==> config.mk <==
export PLATFORM = sky130hd
export DESIGN_NAME = udp_rx_flat
export DESIGN_NICKNAME = d
export VERILOG_FILES = /design/src/rtl/udp_pkg.sv /design/src/rtl/udp_rx_if.sv /design/src/rtl/axis_skid_buf.sv /design/src/rtl/udp_rx.sv /design/src/flat_wrapper.sv
export SDC_FILE = /design/constraint.sdc
export NUM_CORES = 1
export LEC_CHECK = 0
export CAP_MARGIN = 25
export CELL_PAD_IN_SITES_DETAIL_PLACEMENT = 0
export CELL_PAD_IN_SITES_GLOBAL_PLACEMENT = 1
export CORE_ASPECT_RATIO = 1.5
export CORE_UTILIZATION = 40
export DETAILED_ROUTE_END_ITERATION = 7
export PLACE_DENSITY = 0.85
export SYNTH_ARGS = -nofsm -noshare
export SYNTH_HDL_FRONTEND = slang
export SYNTH_SLANG_ARGS = --single-unit
==> constraint.sdc <==
create_clock -name i_clk -period 11.15 [get_ports i_clk]
set_clock_uncertainty 0.15 [all_clocks]
set_input_delay 1.6725 -clock i_clk [delete_from_list [all_inputs] [get_ports i_clk]]
set_output_delay 1.6725 -clock i_clk [all_outputs]
set_load 0.05 [all_outputs]
==> src/rtl/udp_pkg.sv <==
// Shared definitions for the UDP receive/transmit layers: header and IP-user
// field offsets, protocol constants and the receive FSM encoding.
package udp_pkg;

    localparam int HDR_SRC_MSB   = 63;
    localparam int HDR_DST_MSB   = 47;
    localparam int HDR_LEN_MSB   = 31;
    localparam int HDR_CSUM_MSB  = 15;

    localparam int IPU_LEN_MSB   = 55;
    localparam int IPU_FLAG_MSB  = 39;
    localparam int IPU_PROTO_MSB = 36;
    localparam int IPU_OFF_MSB   = 28;
    localparam int IPU_ID_MSB    = 15;

    localparam logic [7:0]  UDP_PROTO     = 8'd17;
    localparam logic [15:0] UDP_HDR_BYTES = 16'd8;

    localparam int AXIS_DATA_W = 64;
    localparam int AXIS_KEEP_W = AXIS_DATA_W / 8;
    localparam int IP_USER_W   = 56;
    localparam int UDP_USER_W  = 32;
    localparam int SKID_W      = AXIS_DATA_W + UDP_USER_W + AXIS_KEEP_W + 1;

    typedef enum logic [1:0] {
        S_HDR  = 2'd0,
        S_PASS = 2'd1,
        S_DROP = 2'd2
    } rx_state_e;

    typedef struct packed {
        logic [15:0] src_port;
        logic [15:0] dst_port;
        logic [15:0] udp_len;
        logic [15:0] csum;
    } udp_hdr_t;

    typedef struct packed {
        logic [15:0] ip_len;
        logic [2:0]  flag;
        logic [7:0]  protocol;
        logic [12:0] offset;
        logic [15:0] id;
    } ip_user_t;

    function automatic udp_hdr_t unpack_hdr(input logic [AXIS_DATA_W-1:0] d);
        udp_hdr_t h;
        h.src_port = d[HDR_SRC_MSB  -: 16];
        h.dst_port = d[HDR_DST_MSB  -: 16];
        h.udp_len  = d[HDR_LEN_MSB  -: 16];
        h.csum     = d[HDR_CSUM_MSB -: 16];
        return h;
    endfunction

    function automatic ip_user_t unpack_ipu(input logic [IP_USER_W-1:0] u);
        ip_user_t p;
        p.ip_len   = u[IPU_LEN_MSB   -: 16];
        p.flag     = u[IPU_FLAG_MSB  -: 3];
        p.protocol = u[IPU_PROTO_MSB -: 8];
        p.offset   = u[IPU_OFF_MSB   -: 13];
        p.id       = u[IPU_ID_MSB    -: 16];
        return p;
    endfunction

endpackage

==> src/rtl/udp_rx_if.sv <==
// AXI-Stream bundle used on both sides of the UDP layer; user width differs
// between the IP side (56) and the application side (32).
interface udp_rx_if #(
    parameter int DATA_W = 64,
    parameter int USER_W = 56,
    parameter int KEEP_W = DATA_W / 8
);
    logic [DATA_W-1:0] data;
    logic [USER_W-1:0] user;
    logic [KEEP_W-1:0] keep;
    logic              last;
    logic              valid;
    logic              ready;

    modport master (output data, user, keep, last, valid, input ready);
    modport slave  (input data, user, keep, last, valid, output ready);
endinterface

==> src/rtl/axis_skid_buf.sv <==
// Two-entry register slice: full throughput, registered upstream ready,
// output stable while stalled.
module axis_skid_buf #(
    parameter int W = 105
) (
    input  logic         i_clk,
    input  logic         i_rst,
    input  logic [W-1:0] i_data,
    input  logic         i_valid,
    output logic         o_ready,
    output logic [W-1:0] o_data,
    output logic         o_valid,
    input  logic         i_ready
);
    logic [W-1:0] r_main;
    logic [W-1:0] r_skid;
    logic         r_main_vld;
    logic         r_skid_vld;
    logic         w_push;
    logic         w_main_free;

    assign o_ready     = ~r_skid_vld;
    assign o_data      = r_main;
    assign o_valid     = r_main_vld;
    assign w_push      = i_valid & ~r_skid_vld;
    assign w_main_free = ~r_main_vld | i_ready;

    // The skid slot only fills when the output is stalled; it drains first so order is kept.
    always_ff @(posedge i_clk or posedge i_rst) begin
        if (i_rst) begin
            r_main     <= '0;
            r_skid     <= '0;
            r_main_vld <= 1'b0;
            r_skid_vld <= 1'b0;
        end else if (w_main_free) begin
            if (r_skid_vld) begin
                r_main     <= r_skid;
                r_main_vld <= 1'b1;
                r_skid_vld <= 1'b0;
            end else if (w_push) begin
                r_main     <= i_data;
                r_main_vld <= 1'b1;
            end else begin
                r_main_vld <= 1'b0;
            end
        end else if (w_push) begin
            r_skid     <= i_data;
            r_skid_vld <= 1'b1;
        end
    end

endmodule

==> src/rtl/udp_rx.sv <==
// UDP receive layer: validates the header beat, filters on destination port,
// strips the header and forwards the payload with {src_port, payload_len}.
module udp_rx
    import udp_pkg::*;
#(
    parameter logic [15:0] P_LOCAL_UDP_PORT = 16'h0808,
    parameter bit          P_PORT_FILTER_EN = 1'b1
) (
    input  logic        i_clk,
    input  logic        i_rst,
    input  logic [15:0] i_dymanic_local_port,
    input  logic        i_dymanic_local_valid,
    udp_rx_if.slave     s_axis_ip,
    udp_rx_if.master    m_axis_user,
    output logic [15:0] o_rx_pkt_cnt,
    output logic [15:0] o_drop_cnt
);
    rx_state_e             r_state;
    rx_state_e             w_state_nxt;
    logic [15:0]           r_local_port;
    logic [UDP_USER_W-1:0] r_user;
    logic [15:0]           r_rx_cnt;
    logic [15:0]           r_drop_cnt;

    udp_hdr_t              w_hdr;
    ip_user_t              w_ipu;
    logic                  w_hdr_ok;
    logic                  w_ready;
    logic                  w_fwd_done;
    logic                  w_drop;
    logic                  w_unused;

    logic                  w_skid_valid;
    logic                  w_skid_ready;
    logic [SKID_W-1:0]     w_skid_in;
    logic [SKID_W-1:0]     w_skid_out;
    logic                  w_skid_out_valid;

    assign w_hdr    = unpack_hdr(s_axis_ip.data);
    assign w_ipu    = unpack_ipu(s_axis_ip.user);
    assign w_unused = ^{w_hdr.csum, w_ipu.flag, w_ipu.offset, w_ipu.id};

    assign w_hdr_ok = (w_ipu.protocol == UDP_PROTO)
                    && (w_hdr.udp_len == w_ipu.ip_len)
                    && (w_hdr.udp_len > UDP_HDR_BYTES)
                    && (!P_PORT_FILTER_EN || (w_hdr.dst_port == r_local_port))
                    && !s_axis_ip.last;

    // Acceptance is derived from valid plus the per-state ready source, which avoids a loop through s_axis_ip.ready.
    always_comb begin
        w_state_nxt  = r_state;
        w_ready      = 1'b1;
        w_skid_valid = 1'b0;
        w_fwd_done   = 1'b0;
        w_drop       = 1'b0;
        case (r_state)
            S_HDR: begin
                if (s_axis_ip.valid) begin
                    if (w_hdr_ok) begin
                        w_state_nxt = S_PASS;
                    end else begin
                        w_drop = 1'b1;
                        if (!s_axis_ip.last) w_state_nxt = S_DROP;
                    end
                end
            end
            S_PASS: begin
                w_ready      = w_skid_ready;
                w_skid_valid = s_axis_ip.valid;
                if (s_axis_ip.valid && w_skid_ready && s_axis_ip.last) begin
                    w_fwd_done  = 1'b1;
                    w_state_nxt = S_HDR;
                end
            end
            S_DROP: begin
                if (s_axis_ip.valid && s_axis_ip.last) w_state_nxt = S_HDR;
            end
            default: w_state_nxt = S_HDR;
        endcase
    end

    assign s_axis_ip.ready = w_ready & ~i_rst;

    always_ff @(posedge i_clk or posedge i_rst) begin
        if (i_rst) r_state <= S_HDR;
        else       r_state <= w_state_nxt;
    end

    // A port update in the header cycle lands after the header has been judged.
    always_ff @(posedge i_clk or posedge i_rst) begin
        if (i_rst)                      r_local_port <= P_LOCAL_UDP_PORT;
        else if (i_dymanic_local_valid) r_local_port <= i_dymanic_local_port;
    end

    always_ff @(posedge i_clk or posedge i_rst) begin
        if (i_rst) begin
            r_user <= '0;
        end else if (r_state == S_HDR && s_axis_ip.valid && w_hdr_ok) begin
            r_user <= {w_hdr.src_port, w_hdr.udp_len - UDP_HDR_BYTES};
        end
    end

    always_ff @(posedge i_clk or posedge i_rst) begin
        if (i_rst) begin
            r_rx_cnt   <= '0;
            r_drop_cnt <= '0;
        end else begin
            if (w_fwd_done) r_rx_cnt   <= r_rx_cnt + 16'd1;
            if (w_drop)     r_drop_cnt <= r_drop_cnt + 16'd1;
        end
    end

    assign o_rx_pkt_cnt = r_rx_cnt;
    assign o_drop_cnt   = r_drop_cnt;

    // User travels with every beat so a following header can reload r_user safely.
    assign w_skid_in = {s_axis_ip.data, r_user, s_axis_ip.keep, s_axis_ip.last};

    axis_skid_buf #(.W(SKID_W)) u_skid (
        .i_clk   (i_clk),
        .i_rst   (i_rst),
        .i_data  (w_skid_in),
        .i_valid (w_skid_valid),
        .o_ready (w_skid_ready),
        .o_data  (w_skid_out),
        .o_valid (w_skid_out_valid),
        .i_ready (m_axis_user.ready)
    );

    assign {m_axis_user.data, m_axis_user.user, m_axis_user.keep, m_axis_user.last} = w_skid_out;
    assign m_axis_user.valid = w_skid_out_valid;

endmodule

==> src/flat_wrapper.sv <==
// flat-port wrapper written by rule: the top's interface ports become plain ports
module udp_rx_flat import udp_pkg::*;
#(
    parameter logic [15:0] P_LOCAL_UDP_PORT = 16'h0808,
    parameter bit          P_PORT_FILTER_EN = 1'b1
)
  (i_clk, i_rst, i_dymanic_local_port, i_dymanic_local_valid, o_rx_pkt_cnt, o_drop_cnt, s_axis_ip_data, s_axis_ip_user, s_axis_ip_keep, s_axis_ip_last, s_axis_ip_valid, s_axis_ip_ready, m_axis_user_data, m_axis_user_user, m_axis_user_keep, m_axis_user_last, m_axis_user_valid, m_axis_user_ready);
  udp_rx_if #(.DATA_W(64), .USER_W(56)) s_axis_ip_i ();
  udp_rx_if #(.DATA_W(64), .USER_W(32)) m_axis_user_i ();
  input  logic i_clk;
  input  logic i_rst;
  input  logic [15:0] i_dymanic_local_port;
  input  logic i_dymanic_local_valid;
  output logic [15:0] o_rx_pkt_cnt;
  output logic [15:0] o_drop_cnt;
  input wire logic [$bits(s_axis_ip_i.data)-1:0] s_axis_ip_data;
  input wire logic [$bits(s_axis_ip_i.user)-1:0] s_axis_ip_user;
  input wire logic [$bits(s_axis_ip_i.keep)-1:0] s_axis_ip_keep;
  input wire logic [$bits(s_axis_ip_i.last)-1:0] s_axis_ip_last;
  input wire logic [$bits(s_axis_ip_i.valid)-1:0] s_axis_ip_valid;
  output wire logic [$bits(s_axis_ip_i.ready)-1:0] s_axis_ip_ready;
  output wire logic [$bits(m_axis_user_i.data)-1:0] m_axis_user_data;
  output wire logic [$bits(m_axis_user_i.user)-1:0] m_axis_user_user;
  output wire logic [$bits(m_axis_user_i.keep)-1:0] m_axis_user_keep;
  output wire logic [$bits(m_axis_user_i.last)-1:0] m_axis_user_last;
  output wire logic [$bits(m_axis_user_i.valid)-1:0] m_axis_user_valid;
  input wire logic [$bits(m_axis_user_i.ready)-1:0] m_axis_user_ready;
  assign s_axis_ip_i.data = s_axis_ip_data;
  assign s_axis_ip_i.user = s_axis_ip_user;
  assign s_axis_ip_i.keep = s_axis_ip_keep;
  assign s_axis_ip_i.last = s_axis_ip_last;
  assign s_axis_ip_i.valid = s_axis_ip_valid;
  assign s_axis_ip_ready = s_axis_ip_i.ready;
  assign m_axis_user_data = m_axis_user_i.data;
  assign m_axis_user_user = m_axis_user_i.user;
  assign m_axis_user_keep = m_axis_user_i.keep;
  assign m_axis_user_last = m_axis_user_i.last;
  assign m_axis_user_valid = m_axis_user_i.valid;
  assign m_axis_user_i.ready = m_axis_user_ready;
  udp_rx #(.P_LOCAL_UDP_PORT(P_LOCAL_UDP_PORT), .P_PORT_FILTER_EN(P_PORT_FILTER_EN)) u_core (.i_clk(i_clk), .i_rst(i_rst), .i_dymanic_local_port(i_dymanic_local_port), .i_dymanic_local_valid(i_dymanic_local_valid), .s_axis_ip(s_axis_ip_i), .m_axis_user(m_axis_user_i), .o_rx_pkt_cnt(o_rx_pkt_cnt), .o_drop_cnt(o_drop_cnt));
endmodule
==> results of run 1 <==
[cell usage after synthesis (all sizes together), types with 4 or more instances]
| library cell | count |
|---|---|
| dfrtp | 292 |
| mux2 | 151 |
| nand2 | 127 |
| o21ai | 110 |
| mux2i | 105 |
| xnor2 | 50 |
| clkbuf | 47 |
| nand4 | 22 |
| xor2 | 21 |
| nand3 | 17 |
| nor2 | 15 |
| nor3 | 15 |
| buf | 14 |
| inv | 8 |
| a21oi | 4 |
| and4 | 4 |
| nor4 | 4 |
[cell type report]
class | instances | area share, %
Antenna cell | 5 | 0.0751
Tap cell | 405 | 3.04
Clock buffer | 42 | 4.83
Sequential cell | 294 | 44.2
Multi-Input combinational cell | 673 | 30.7
Inverter | 8 | 0.225
Timing Repair Buffer | 268 | 16.5
Clock inverter | 4 | 0.436
[sequential cells by signal, indices dropped and copies added (netlist names)]
signal                    flops
u_core.o_rx_pkt_cnt          16
u_core.u_skid.r_skid        105
u_core.r_user                32
u_core.u_skid.r_skid_vld      1
u_core.r_local_port          16
u_core.o_drop_cnt            16
u_core.r_state                2
u_core.u_skid.o_valid         1
u_core.u_skid.o_data        105
[layer usage]
layer | vias to the layer above | share of wire, % | GRT usage (%)
met3 | 41 | 3.7 | 2.35
li1 | 4085 | - | -
met5 | - | 0 | 0
met1 | 4218 | 41 | 22.7
met4 | 0 | 2.4 | 6.91
met2 | 179 | 53 | 33.9
[worst register-to-register path, cell delays in order, from the launching register on]
cell     delay, ns
dfrtp_4       0.69
buf_4         0.72
buf_4         0.82
mux2i_1       0.34
o21ai_0       0.11
[cells by family after synthesis]
kind of cell	synth area share (%)
compound gates	4.84
xor+xnor	4.88
fa+ha+maj	0.294
buf+inv	2.27
flops	57.7
mux	21.6
simple gates	8.43
[metrics by stage]
step | utilization [%] | instances | area, um^2
final | 53.3 | 1699 | 16700
after global routing | 53.3 | 1699 | 16700
after CTS | 53.2 | 1693 | 16600
after detailed placement | 50.4 | 1647 | 15700
after global placement | 50.1 | 1643 | 15600
after floorplan | - | 1036 | 12800
[path summary, 6_finish.rpt]
kind | from | end | slack, ns
min | u_core.r_state[0] | u_core.r_state[1] | 0.32
min in group asynchronous | i_rst | u_core.u_skid.r_skid[4] | 1.40
max in group asynchronous | i_rst | u_core.u_skid.r_skid[68] | 7.76
max reg2reg | u_core.u_skid.r_skid_vld | u_core.u_skid.o_data[21] | 8.18
min reg2reg | u_core.r_state[0] | u_core.r_state[1] | 0.32
max | i_rst | s_axis_ip_ready | 6.17
[power by group through the flow]
stage / clock network (mW) / logic, mW / registers [mW]
6_report: 0.929 / 0.243 / 1.11
5_1_grt: 0.995 / 0.264 / 1.12
4_1_cts: 0.957 / 0.246 / 1.11
3_5_place_dp: 0 / 0.245 / 1.13
3_3_place_gp: 0 / 0.242 / 1.13
2_1_floorplan: 0 / 0.0805 / 1.18
==> flow_summary_export.csv, run 1 <==
group,metric,value,unit
timing,min_period,4.98,ns
logic_synthesis,synth_top_area_cell,"dfrtp_1",
floorplan,row_count,79,
clock_tree,clock_latency,0.55,ns
logic_synthesis,avgSynthCellArea,12.3,um^2
power_and_ir_drop,p_comb_share,10.6,%
floorplan,die-area,32600,um^2
clock_tree,cts_tree,"built",
global_routing,grt_first_pass_wirelength,47800,um
timing,finalSetupTns,0,ns
cells_and_area,final_common_cell,"dfrtp_1",
critical_path,crit_path_end_kind,"output port",
run_status,status,"finished, final reports clean",
clock_tree,cts.sinks,294,
placement,dp_hpwl,21000,um
timing,finalMaxSlewViolations,0,
timing,timing.fmax,201,MHz
clock_tree,clockBufferDepth,3,
timing,setup_slack,6.17,ns
cells_and_area,seqCellArea,7360,um^2
floorplan,ioPinCount,289,
logic_synthesis,synth.top_cell.area_share,57.3,%
clock_tree,cts_hold_buf,0,
power_and_ir_drop,power.total,2.29,mW
critical_path,cp.arrival,3.16,ns
logic_synthesis,synth_cell_type_count,43,
placement,post-place-ws,6.18,ns
placement,gp_congestion,0.774,
route,initialDrtViolationCount,238,
critical_path,critPathMaxStageDelay,0.81,ns
clock_tree,h-tree-depth,1,
global_routing,grt_antenna_before_repair,5,
logic_synthesis,syn_inst,1036,
logic_synthesis,synth_edf_count,0,
logic_synthesis,yosys_warnings,0,
power_and_ir_drop,irDropWorstVdd,89.2,uV
route,ant_nets,0,
placement,port_buffers,256,
timing,holdWs,0.319,ns
critical_path,crit_chain,"clkdlybuf4s50_1, a21oi_1, clkdlybuf4s50_1",
global_routing,grt_start_max_net_pins,147,
timing,worst_slew_pin_slew,0.850,ns
logic_synthesis,ys_ff_latch,294,
cells_and_area,layout_common_cells,"291 x dfrtp_1, 256 x clkdlybuf4s50_1, 151 x mux2_2",
cells_and_area,areaGrowthSynthToFinish,30.7,%
route,drt_pass1_iterations,4,
clock_tree,postCtsSetupBuffers,0,
global_routing,grt_pass1_vias,8672,
power_and_ir_drop,leakagePower,7.21,nW
power_and_ir_drop,seqPwrFrac,48.7,%
route,vias_per_cell,5.02,
timing,rsz0062_at_grt,"false",
logic_synthesis,synth.area.top_cells,"dfrtp_1 57%, mux2_2 13%, mux2i_1 8.2%",
run,drv_cap,0,
power_and_ir_drop,p_sw,0.557,mW
logic_synthesis,syn_nets,1189,
clock_tree,numCtsBuffers,28,
critical_path,slowest_stage,"clkdlybuf4s50_1",
logic_synthesis,ys_async_sr_fraction,100,%
floorplan,die_h,221,um
power_and_ir_drop,power_density,137,nW/um^2
critical_path,cp.required,9.33,ns
logic_synthesis,synth-seq-area-share,57.7,%
route,postRouteWirelength,30100,um
floorplan,initial_core_util,40.8,%
global_routing,grt_use_total,18.7,%
logic_synthesis,ys.flop_type,"dfrtp_1",
logic_synthesis,syn_area,12800,um^2
power_and_ir_drop,clockPowerShare,40.7,%
timing,setup_viol,0,
floorplan,core,31200,um^2
cells_and_area,fill_cells,2697,
clock_tree,clkTransAtPathRegs,0.06,ns
critical_path,cp_num_buf_inv,2,
power_and_ir_drop,p_int,1.73,mW
timing,hold_viol_final,0,
critical_path,cp_max_fo,2,
worst_hold_path,hold_depth,1,
timing,period_share,44.7,%
clock_tree,cts_root_buffer,"clkbuf_16",
route,vias,8523,
cells_and_area,nets,1426,
critical_path,startpoint_type,"input port",
floorplan,die_w,148,um
cells_and_area,final_layout_size_suffix_gt1_share,16.5,%
clock_tree,cts_resized,0,
critical_path,crit_top_cell,"clkdlybuf4s50_1",
timing,maxSlewHeadroom,43.0,%
critical_path,critPathTopFamily,"buffers and inverters",
worst_hold_path,hold_class,"flip-flop to flip-flop",
route,wl_per_cell,17.7,um
global_routing,gr-total-overflow,0,
critical_path,path_class,"input port to output port",
route,route.detailed.drc,0,
critical_path,reg2reg_depth,4,
critical_path,worstSetupPathDepth,3,
power_and_ir_drop,switching_share,24.4,%
cells_and_area,multiInputGateArea,5120,um^2
No activity file was read; power rests on OpenSTA's default activity.
==> run 2: changes to the inputs <==
--- a/config.mk
+++ b/config.mk
@@ -9,9 +9,9 @@
 export CELL_PAD_IN_SITES_DETAIL_PLACEMENT = 0
 export CELL_PAD_IN_SITES_GLOBAL_PLACEMENT = 1
 export CORE_ASPECT_RATIO = 1.5
-export CORE_UTILIZATION = 40
+export CORE_UTILIZATION = 36
 export DETAILED_ROUTE_END_ITERATION = 7
-export PLACE_DENSITY = 0.85
+export PLACE_DENSITY = 0.81
 export SYNTH_ARGS = -nofsm -noshare
 export SYNTH_HDL_FRONTEND = slang
 export SYNTH_SLANG_ARGS = --single-unit
==> constraint.sdc (replaced) <==
create_clock -name i_clk -period 4.5 [get_ports i_clk]
set_clock_uncertainty 0.15 [all_clocks]
set_input_delay 0.675 -clock i_clk [delete_from_list [all_inputs] [get_ports i_clk]]
set_output_delay 0.675 -clock i_clk [all_outputs]
set_load 0.05 [all_outputs]
==> flow_summary_export.csv, run 2 (synthesis gave the netlist of run 1 again) <==
group,metric,value,unit
floorplan,die_w,156,um
timing,worst_slew_pin_slew,0.958,ns
placement,placed_area,15900,um^2
critical_path,critPathMaxStageDelay,1.06,ns
timing,setup_viol,0,
run,drv_cap,0,
clock_tree,postCtsSetupBuffers,0,
clock_tree,clkTransAtPathRegs,0.06,ns
route,route.detailed.drc,1,
critical_path,critPathTopFamily,"flip-flops",
route,vias_per_cell,4.86,
placement,dp_hpwl,21600,um
floorplan,core,35000,um^2
clock_tree,numCtsBuffers,29,
floorplan,row_count,84,
clock_tree,h-tree-depth,1,
placement,port_buffers,256,
route,postRouteWirelength,30900,um
clock_tree,cts_tree,"built",
cells_and_area,areaGrowthSynthToFinish,31.7,%
clock_tree,cts.sinks,294,
cells_and_area,layout_common_cells,"291 x dfrtp_1, 256 x clkdlybuf4s50_1, 151 x mux2_2",
clock_tree,cts_resized,0,
floorplan,initial_core_util,36.4,%
timing,hold_viol_final,0,
timing,finalMaxSlewViolations,0,
run_status,failed_checks,"design-rule violations",
route,ant_nets,0,
clock_tree,cts_hold_buf,0,
route,initialDrtViolationCount,338,
power_and_ir_drop,power_density,343,nW/um^2
worst_hold_path,hold_class,"flip-flop to flip-flop",
floorplan,die_h,232,um
cells_and_area,final_common_cell,"dfrtp_1",
critical_path,crit_path_end_kind,"output port",
critical_path,cp_num_buf_inv,1,
critical_path,crit_chain,"a21oi_1, clkdlybuf4s50_1",
clock_tree,cts_root_buffer,"clkbuf_16",
timing,maxSlewHeadroom,36.1,%
route,drt_pass1_iterations,6,
global_routing,grt_first_pass_wirelength,48900,um
global_routing,grt_pass1_vias,8812,
critical_path,cp.arrival,2.52,ns
power_and_ir_drop,irDropWorstVdd,232,uV
timing,rsz0062_at_grt,"false",
placement,gp_congestion,0.794,
floorplan,die-area,36200,um^2
timing,timing.fmax,299,MHz
timing,min_period,3.35,ns
route,vias,8637,
critical_path,slowest_stage,"dfrtp_4",
cells_and_area,design_area,16800,um^2
global_routing,grt_start_max_net_pins,97,
route,wl_per_cell,17.4,um
global_routing,grt_use_total,17.3,%
global_routing,gr-total-overflow,0,
clock_tree,clock_latency,0.55,ns
floorplan,ioPinCount,289,
run_status,status,"complete, but fails checks",
clock_tree,clockBufferDepth,3,
placement,post-place-ws,0.915,ns
cells_and_area,nets,1430,
critical_path,cp.required,3.67,ns
power_and_ir_drop,leakagePower,7.24,nW
timing,setup_slack,1.15,ns
critical_path,startpoint_type,"flip-flop",
timing,period_share,74.4,%
cells_and_area,final_layout_size_suffix_gt1_share,17.1,%
timing,finalSetupTns,0,ns
critical_path,cp_max_fo,50,
global_routing,grt_antenna_before_repair,5,
critical_path,path_class,"flip-flop to output port",
[run 2: cell types whose count changed in the layout (fill, tap and decap cells not counted), sizes merged]
| cell | delta |
|---|---|
| buf | +3 |
| clkbuf | +3 |
| clkinv | +3 |
| clkinvlp | +1 |
| inv | -1 |
[run 2: report_power, final]
group / internal, mW / leakage [nW] / switching [mW] / total, mW
Sequential: 2.70 / 4.03 / 0.0591 / 2.76
Clock: 1.40 / 0.456 / 1.00 / 2.40
Combinational: 0.252 / 2.75 / 0.356 / 0.608
[run 2: worst paths after layout]
| kind | start | to | slack (ns) | cells past startpoint |
|---|---|---|---|---|
| min | u_core.o_drop_cnt[15] | u_core.o_drop_cnt[15] | 0.32 | 1 |
| max reg2reg | u_core.u_skid.r_skid_vld | u_core.o_rx_pkt_cnt[13] | 1.65 | 6 |
| max in group asynchronous | i_rst | u_core.r_user[0] | 2.68 | 3 |
| min in group asynchronous | i_rst | u_core.u_skid.r_skid_vld | 0.53 | 2 |
| max | u_core.u_skid.r_skid_vld | s_axis_ip_ready | 1.15 | 2 |
| min reg2reg | u_core.o_drop_cnt[15] | u_core.o_drop_cnt[15] | 0.32 | 1 |
[run 2: cell type report]
| type | instances | area, um^2 |
|---|---|---|
| tap | 473 | 592 |
| antenna | 5 | 12.5 |
| fill | 3155 | 18200 |
| sequential | 294 | 7360 |
| inverter | 8 | 33.8 |
| clock inverter | 7 | 87.6 |
| clock buffer | 45 | 846 |
| timing repair buffer | 271 | 2750 |
| multi-input combinational | 673 | 5120 |
[run 2: stage by stage]
step	hold slack, ns	utilization, %	cells	power [mW]
floorplan	0.283	-	1036	3.13
global placement	0.298	45.2	1718	3.41
detailed placement	0.316	45.3	1719	3.42
CTS	0.325	48.0	1771	5.86
global route	0.342	48.0	1776	6.00
finish	0.316	48.0	1776	5.77
[run 2: metal layers]
layer / track usage [%] / share of wire (%)
met5: 0 / 0
met4: 7.08 / 2.8
met3: 2.16 / 3.8
met2: 30.8 / 52
met1: 21.0 / 41
==> run 3: changes to the inputs <==
==> constraint.sdc (replaced) <==
create_clock -name i_clk -period 2.8 [get_ports i_clk]
set_clock_uncertainty 0.15 [all_clocks]
set_input_delay 0.42 -clock i_clk [delete_from_list [all_inputs] [get_ports i_clk]]
set_output_delay 0.42 -clock i_clk [all_outputs]
set_load 0.05 [all_outputs]
==> flow_summary_export.csv, run 3 (synthesis gave the netlist of run 1 again) <==
group,metric,value,unit
power_and_ir_drop,clockPowerShare,43.5,%
cells_and_area,fill_cells,3168,
run_status,failed_checks,"design-rule violations",
clock_tree,clock_latency,0.56,ns
clock_tree,numCtsBuffers,30,
power_and_ir_drop,p_sw,2.37,mW
floorplan,die_h,232,um
global_routing,busiest_layer,"met2",
power_and_ir_drop,switching_share,24.4,%
global_routing,met3_usage,2.40,%
floorplan,initial_core_util,36.4,%
power_and_ir_drop,p_int,7.37,mW
clock_tree,cts_hold_buf,0,
route,postRouteWirelength,31600,um
timing,finalMaxSlewViolations,0,
critical_path,cp.required,3.08,ns
global_routing,use_met2,32.6,%
global_routing,grt_use_total,17.8,%
global_routing,grt_start_max_net_pins,77,
cells_and_area,seqCellArea,7360,um^2
power_and_ir_drop,seqPwrFrac,45.5,%
cells_and_area,final_layout_size_suffix_gt1_share,22.0,%
critical_path,cp.arrival,2.86,ns
clock_tree,clkTransAtPathRegs,0.06,ns
clock_tree,cts_root_buffer,"clkbuf_16",
global_routing,gr-total-overflow,0,
route,vias_per_cell,4.80,
route,wl_per_cell,17.1,um
placement,port_buffers,256,
run_status,status,"complete, but fails checks",
power_and_ir_drop,p_comb_share,11.0,%
route,initialDrtViolationCount,301,
timing,timing.fmax,389,MHz
timing,hold_viol_final,0,
floorplan,row_count,84,
critical_path,crit_path_end_kind,"flip-flop",
timing,min_period,2.57,ns
critical_path,cp_max_fo,15,
clock_tree,h-tree-depth,1,
global_routing,grtUsageMet1,20.9,%
global_routing,grt_antenna_before_repair,1,
global_routing,grt_first_pass_wirelength,50600,um
timing,worst_slew_pin_slew,0.607,ns
clock_tree,clockBufferDepth,3,
floorplan,die-area,36200,um^2
timing,period_share,91.9,%
power_and_ir_drop,irDropWorstVdd,533,uV
clock_tree,cts_resized,0,
cells_and_area,final_common_cell,"dfrtp_1",
critical_path,startpoint_type,"flip-flop",
clock_tree,cts.sinks,294,
timing,setup_viol,0,
cells_and_area,layout_common_cells,"291 x dfrtp_1, 255 x clkdlybuf4s50_1, 151 x mux2_2",
power_and_ir_drop,power_density,556,nW/um^2
run,drv_cap,0,
floorplan,core,35000,um^2
route,ant_nets,0,
timing,maxSlewHeadroom,59.4,%
clock_tree,cts_tree,"built",
critical_path,path_class,"flip-flop to flip-flop",
power_and_ir_drop,power.total,9.74,mW
clock_tree,postCtsSetupBuffers,0,
placement,gp_congestion,0.820,
power_and_ir_drop,leakagePower,7.68,nW
floorplan,ioPinCount,289,
cells_and_area,nets,1503,
floorplan,die_w,156,um
cells_and_area,areaGrowthSynthToFinish,37.6,%
route,vias,8874,
route,route.detailed.drc,1,
timing,rsz0062_at_grt,"false",
timing,finalSetupTns,0,ns
cells_and_area,multiInputGateArea,5120,um^2
placement,dp_hpwl,22700,um
worst_hold_path,hold_class,"input port to async pin",
route,drt_pass1_iterations,6,
global_routing,grt_pass1_vias,9225,
## run 3: cell count changes in the layout (fill, tap and decap cells not counted), sizes merged
cell	delta
diode	-4
bufinv	+2
clkinvlp	+2
inv	+1
buf	+73
clkdlybuf4s50	-1
clkbuf	-2
## run 3: power groups by stage
stage	combinational, mW	clock (mW)	sequential, mW
global placement	1.08	0	4.51
floorplan	0.321	0	4.70
detailed placement	1.09	0	4.51
CTS	1.09	4.38	4.44
global route	1.16	4.55	4.45
finish	1.07	4.24	4.43
## run 3: worst max-delay path: stages (launching register included)
cell	delay (ns)
dfstp_2	0.53
xnor2_1	0.11
buf_4	0.14
nand4_1	0.08
nor4_1	0.31
buf_4	0.17
nand4_1	0.09
buf_4	0.16
nor2_4	0.15
buf_12	0.18
mux2_2	0.34
## run 3: layout make-up
| class | instances | share of cell area (%) |
|---|---|---|
| multi-input combinational | 673 | 29.2 |
| inverter | 8 | 0.193 |
| clock inverter | 12 | 0.992 |
| antenna | 1 | 0.0143 |
| timing repair buffer | 343 | 19.2 |
| sequential | 294 | 42.0 |
| tap | 473 | 3.37 |
| clock buffer | 43 | 5.02 |
## run 3: final timing paths
kind | from | to | slack (ns) | depth (start not counted)
worst max-delay path | u_core.r_local_port[11] | u_core.r_user[26] | 0.23 | 10
worst min-delay path | i_rst | u_core.u_skid.o_valid | 0.13 | 2
worst max register to register | u_core.r_local_port[11] | u_core.r_user[26] | 0.23 | 10
worst min register to register | u_core.o_drop_cnt[15] | u_core.o_drop_cnt[15] | 0.32 | 1
max in group asynchronous | i_rst | u_core.u_skid.o_data[91] | 1.59 | 3
min in group i_clk | i_dymanic_local_port[12] | u_core.r_local_port[12] | 0.32 | 2
## run 3: metal layers
| layer | wire (um) | share of wire, % | vias up |
|---|---|---|---|
| met5 | 0 | 0 | - |
| li1 | - | - | 4238 |
| met3 | 1200 | 3.8 | 52 |
| met4 | 1040 | 3.3 | 0 |
| met2 | 16600 | 53 | 192 |
| met1 | 12700 | 40 | 4392 |
## run 3: metrics by stage
step	instance area [um^2]	util, %	std cells	setup WS, ns	hold slack [ns]
floorplan	12800	-	1036	-1.67	0.283
global placement	16500	47.1	1791	-0.286	0.311
detailed placement	16500	47.1	1791	-0.273	0.317
CTS	17500	50.1	1846	0.205	0.123
global route	17500	50.1	1847	0.0944	0.161
finish	17500	50.1	1847	0.226	0.126
